[src/rtl/seq_detect_param.sv]
// Parameterised serial pattern detector with a per-bit don't-care mask,
// run-time overlap mode, registered detection pulse and saturating hit counter.
module seq_detect_param #(
  parameter int             LEN     = 5,
  parameter logic [LEN-1:0] PATTERN = 5'b11011,
  parameter bit             OVERLAP = 1'b1,
  parameter int             CNT_W   = 8
) (
  input  logic             clk,
  input  logic             rst,
  input  logic             in_valid,
  input  logic             in_bit,
  input  logic             cfg_load,
  input  logic [LEN-1:0]   cfg_pattern,
  input  logic [LEN-1:0]   cfg_mask,
  input  logic             cfg_overlap,
  input  logic             cnt_clr,
  output logic             det,
  output logic [CNT_W-1:0] match_cnt,
  output logic             cnt_sat
);

  localparam int               FW       = $clog2(LEN + 1);
  localparam logic [FW-1:0]    FILL_MAX = FW'(LEN);
  localparam logic [CNT_W-1:0] CNT_MAX  = '1;

  logic [LEN-1:0]   hist_reg, hist_next;
  logic [LEN-1:0]   pat_reg, pat_next;
  logic [LEN-1:0]   mask_reg, mask_next;
  logic [FW-1:0]    fill_reg, fill_next;
  logic             ovl_reg, ovl_next;
  logic             det_reg;
  logic [CNT_W-1:0] cnt_reg, cnt_next;
  logic             sat_reg, sat_next;

  logic [LEN-1:0]   win;
  logic [LEN-1:0]   miss;
  logic             fill_ok;
  logic             hit;

  assign win = {hist_reg[LEN-2:0], in_bit};

  // A bit only counts against the match if it is compared and differs.
  for (genvar gi = 0; gi < LEN; gi++) begin : g_cmp
    assign miss[gi] = mask_reg[gi] & (win[gi] ^ pat_reg[gi]);
  end

  // The incoming bit completes a full window once LEN-1 bits are already held.
  assign fill_ok = (fill_reg >= (FILL_MAX - FW'(1)));
  // A bit arriving with cfg_load is discarded, so it can never hit.
  assign hit     = in_valid & ~cfg_load & fill_ok & ~(|miss);

  always_comb begin
    hist_next = hist_reg;
    pat_next  = pat_reg;
    mask_next = mask_reg;
    ovl_next  = ovl_reg;
    fill_next = fill_reg;
    cnt_next  = cnt_reg;
    sat_next  = sat_reg;

    if (cfg_load) begin
      pat_next  = cfg_pattern;
      mask_next = cfg_mask;
      ovl_next  = cfg_overlap;
      hist_next = '0;
      fill_next = '0;
    end else if (in_valid) begin
      hist_next = win;
      if (hit && !ovl_reg) begin
        fill_next = '0;
      end else if (fill_reg != FILL_MAX) begin
        fill_next = fill_reg + FW'(1);
      end
    end

    if (cnt_clr) begin
      cnt_next = '0;
      sat_next = 1'b0;
    end else if (hit && (cnt_reg != CNT_MAX)) begin
      cnt_next = cnt_reg + CNT_W'(1);
      if (cnt_next == CNT_MAX) begin
        sat_next = 1'b1;
      end
    end
  end

  always_ff @(posedge clk) begin
    if (rst) begin
      hist_reg <= '0;
      fill_reg <= '0;
      pat_reg  <= PATTERN;
      mask_reg <= '1;
      ovl_reg  <= OVERLAP;
      det_reg  <= 1'b0;
      cnt_reg  <= '0;
      sat_reg  <= 1'b0;
    end else begin
      hist_reg <= hist_next;
      fill_reg <= fill_next;
      pat_reg  <= pat_next;
      mask_reg <= mask_next;
      ovl_reg  <= ovl_next;
      det_reg  <= hit;
      cnt_reg  <= cnt_next;
      sat_reg  <= sat_next;
    end
  end

  assign det       = det_reg;
  assign match_cnt = cnt_reg;
  assign cnt_sat   = sat_reg;

endmodule

[config.mk]
export PLATFORM = sky130hd
export DESIGN_NAME = seq_detect_param
export DESIGN_NICKNAME = d
export VERILOG_FILES = /design/src/rtl/seq_detect_param.sv
export SDC_FILE = /design/constraint.sdc
export NUM_CORES = 1
export LEC_CHECK = 0
export CORE_MARGIN = 10
export CORE_UTILIZATION = 52
export CTS_BUF_LIST = sky130_fd_sc_hd__clkbuf_4
export DETAILED_ROUTE_END_ITERATION = 7
export PLACE_DENSITY_LB_ADDON = 0.12
export SETUP_SLACK_MARGIN = 0.5
export SLEW_MARGIN = 20
export SYNTH_ARGS = -nofsm -noshare
export SYNTH_HDL_FRONTEND = slang
export SYNTH_SLANG_ARGS = --single-unit
[constraint.sdc]
create_clock -name clk -period 1.8 [get_ports clk]
set_input_delay 0.27 -clock clk [delete_from_list [all_inputs] [get_ports clk]]
set_output_delay 0.27 -clock clk [all_outputs]
set_load 0.02 [all_outputs]
==> results.json <==
{
  "ant_nets": 0,
  "min_from": "cnt_sat",
  "row_count": 18,
  "die-width_um": 69.93,
  "seqCellArea_um2": 591.8,
  "crit_chain": "xor2_1 > a211oi_4 > nand3_2 > or4_1 > a21oi_1",
  "setup_viol": 0,
  "skew_ns": 0.004708,
  "cts_made_buffers": 3,
  "io_pins": 27,
  "cpLargestDelayFamily": "simple AND/OR/NAND/NOR gates",
  "synth_edf_count": 0,
  "cp_slowest_cell": "or4_1",
  "vias": 1213,
  "die_area_um2": 4890,
  "worst_slew_pin_slew_ns": 0.3585,
  "cpPeakStageDelay_ns": 0.50,
  "synth-adder-area-share": 0.03861,
  "syn_area_per_cell_um2": 9.462,
  "dpl-instance-area_um2": 1670,
  "start_util": 0.5329,
  "synth_ff_type": "dfxtp_1",
  "slew_violations": 0,
  "routedWlPerCell_um": 16.36,
  "routed_via_density": 5.642,
  "place_congestion": 0.7876,
  "startpoint_type": "flop",
  "dp.cells": 194,
  "r2r_cells": 5,
  "initialDrtViolationCount": 81,
  "synthCells": 137,
  "whs_ns": 0.4814,
  "multi_input_area_um2": 789.5,
  "cts_tree": "done",
  "ys_warn_count": 0,
  "whs_path_depth": 2,
  "yosys.area_share.xor_xnor": 0.05405,
  "power_density_nw_per_um2": 631.6,
  "drc_errors": 0,
  "max_slew_margin": 0.7589,
  "clock.fmax_ghz": 0.6044,
  "syn-cell-area_um2": 1296,
  "final_area_um2": 1897,
  "intPower_uw": 937.0,
  "antenna_found_initial": 0,
  "grt_pass1_wl_mm": 5.340,
  "synthMuxAreaShare": 0.03861,
  "synth_top_area_cell": "dfxtp_1",
  "area_growth_pct": 46.33,
  "rsz0062_at_grt": "true",
  "synth_fp_nets": 158,
  "postSynth.asyncResetShare": 0,
  "comb_power_share": 0.117,
  "synthTopCellsByCount": "dfxtp_1 (28), a211o_1 (11), nor2_1 (10), nor2b_1 (10)",
  "final_cells": 215,
  "drive_gt1_frac": 0.3892,
  "p_sw_uw": 260.9,
  "path_max_fanout": 5,
  "synth_simple_gate_area_frac": 0.2017,
  "r2r_slack_ns": 0.15,
  "ctsHtreeMaxLevel": 1,
  "end_kind": "flop",
  "num-nets-final": 207,
  "die_h_um": 69.93,
  "diodes": 0,
  "seqPwrFrac": 0.539,
  "cp_num_buf_inv": 0,
  "synth_top_family_by_area": "simple AND/OR/NAND/NOR gates",
  "grt_pass1_vias": 1158,
  "grt_max_degree": 23,
  "clock_path_buffers": 2,
  "cts_sinks": 28,
  "hold_path.class": "flop to flop",
  "drv_cap": 0,
  "firstDrtPassIters": 4,
  "largest_reg_flops": 8,
  "root_buffer": "clkbuf_4",
  "dp_hpwl_mm": 2.338,
  "grt-ovfl-total": 0,
  "io_buffers": 26,
  "seq_area_frac_synth": 0.4324,
  "final_hold_viol_count": 0,
  "power_leakage_uw": 0.0007458,
  "cp_data_arrival_time_ns": 1.91,
  "critPathKind": "flop to flop",
  "path_clk_slew_ns": 0.15,
  "fin_ws_ns": 0.1454,
  "core_area_um2": 2432,
  "cts_hold_buf": 0,
  "yosysUniqueCellTypes": 36,
  "synth_top_area_frac": 0.4324,
  "netSwitchingFraction": 0.2178,
  "track_usage": 0.1267,
  "fill_cells": 172,
  "pre_cts_ws_ns": -0.1694,
  "hold_end": "cnt_sat",
  "ys_top_cells_by_area": "dfxtp_1 (43%), a211o_1 (7.4%), nor2b_1 (4.8%)",
  "reg2reg_from": "pat_reg[1]",
  "fin_crit_sh": 0.9192,
  "synth.most_common_cell": "dfxtp_1",
  "rr_endpoint": "match_cnt[5]",
  "required_ns": 2.06,
  "utilization": 0.7798,
  "clkLatencyLatePin_ns": 0.32,
  "status": "finished clean",
  "synth.ff_latch_count": 28,
  "clockPowerShare": 0.343,
  "peakVddDrop_uv": 561.5,
  "period_minus_slack_ns": 1.655,
  "synth_compound_area_frac": 0.1959,
  "finalWirelength_mm": 3.517
}
## worst reg2reg max path: stages (launching register included)
cell      delay (ns)
dfxtp_2         0.35
xor2_1          0.18
a211oi_4        0.25
nand3_2         0.16
or4_1           0.50
a21oi_1         0.15
## routing by layer
metal | vias up | GRT usage | part of all wire
met1 | 585 | 0.1362 | 0.42
met2 | 25 | 0.2356 | 0.53
li1 | 599 | - | -
met4 | 0 | 0.03947 | 0.0060
met3 | 4 | 0.02966 | 0.038
met5 | - | 0 | 0
## through the flow
step / setup TNS, ns / power [uW]
2_1_floorplan: 0 / 720.9
3_3_place_gp: -0.5641 / 771.9
3_5_place_dp: -0.9178 / 777.7
4_1_cts: 0 / 1194
5_1_grt: 0 / 1248
6_report: 0 / 1198
## worst max-delay path by stage
stage | startpoint | end | slack, ns | depth (start not counted)
after CTS | pat_reg[1] | match_cnt[5] | 0.17 | 5
after global routing | hist_reg[0] | match_cnt[5] | 0.10 | 5
final | pat_reg[1] | match_cnt[5] | 0.15 | 5
after floorplan | pat_reg[2] | match_cnt[5] | 0.35 | 5
after detailed placement | in_bit | match_cnt[2] | -0.17 | 7
after global placement | in_valid | match_cnt[5] | -0.12 | 6
## timing repair
item | CTS | global route
gates resized for setup | 31 | 28
pin swaps | 2 | 2
endpoints found under the hold margin | 0 | 0
cloned | 1 | 0
buffers inserted | 5 | 11
endpoints found under the setup margin | 22 | 22
## power by group through the flow
| stage | clock network, uW | registers (uW) | logic (uW) |
|---|---|---|---|
| 2_1_floorplan | 0 | 654 | 67.3 |
| 3_3_place_gp | 0 | 657 | 115 |
| 3_5_place_dp | 0 | 657 | 121 |
| 5_1_grt | 448 | 649 | 151 |
| 4_1_cts | 422 | 645 | 127 |
| 6_report | 411 | 646 | 140 |
## cells by family after synthesis
kind of cell / after synthesis
AOI/OAI and AO/OA: 33
DFF: 28
muxes: 5
adders and majority gates: 4
xor gates and xnor gates: 8
and+or+nand+nor: 48
buffers and inverters: 11
## cells in the final DEF, fill, tap and decap left out, types with 4 or more instances in the layout
cell,count
nand2_1,4
dfxtp_1,15
buf_4,24
dfxtp_4,6
xor2_1,6
a211o_1,11
dfxtp_2,7
a21oi_1,4
clkdlybuf4s50_1,16
nor3_1,5
nor2b_1,10
mux2i_1,5
buf_2,5
nor2_1,9
## layout make-up
type                    instances  share of cell area
multi-input cells              99              0.4162
clock inverters                 1             0.01583
clock buffers                   3             0.01187
repair buffers                 51              0.2183
flip-flops and latches         28              0.3120
inverters                       3            0.005937
well taps                      30             0.01979
No activity file was read; power rests on OpenSTA's default activity.
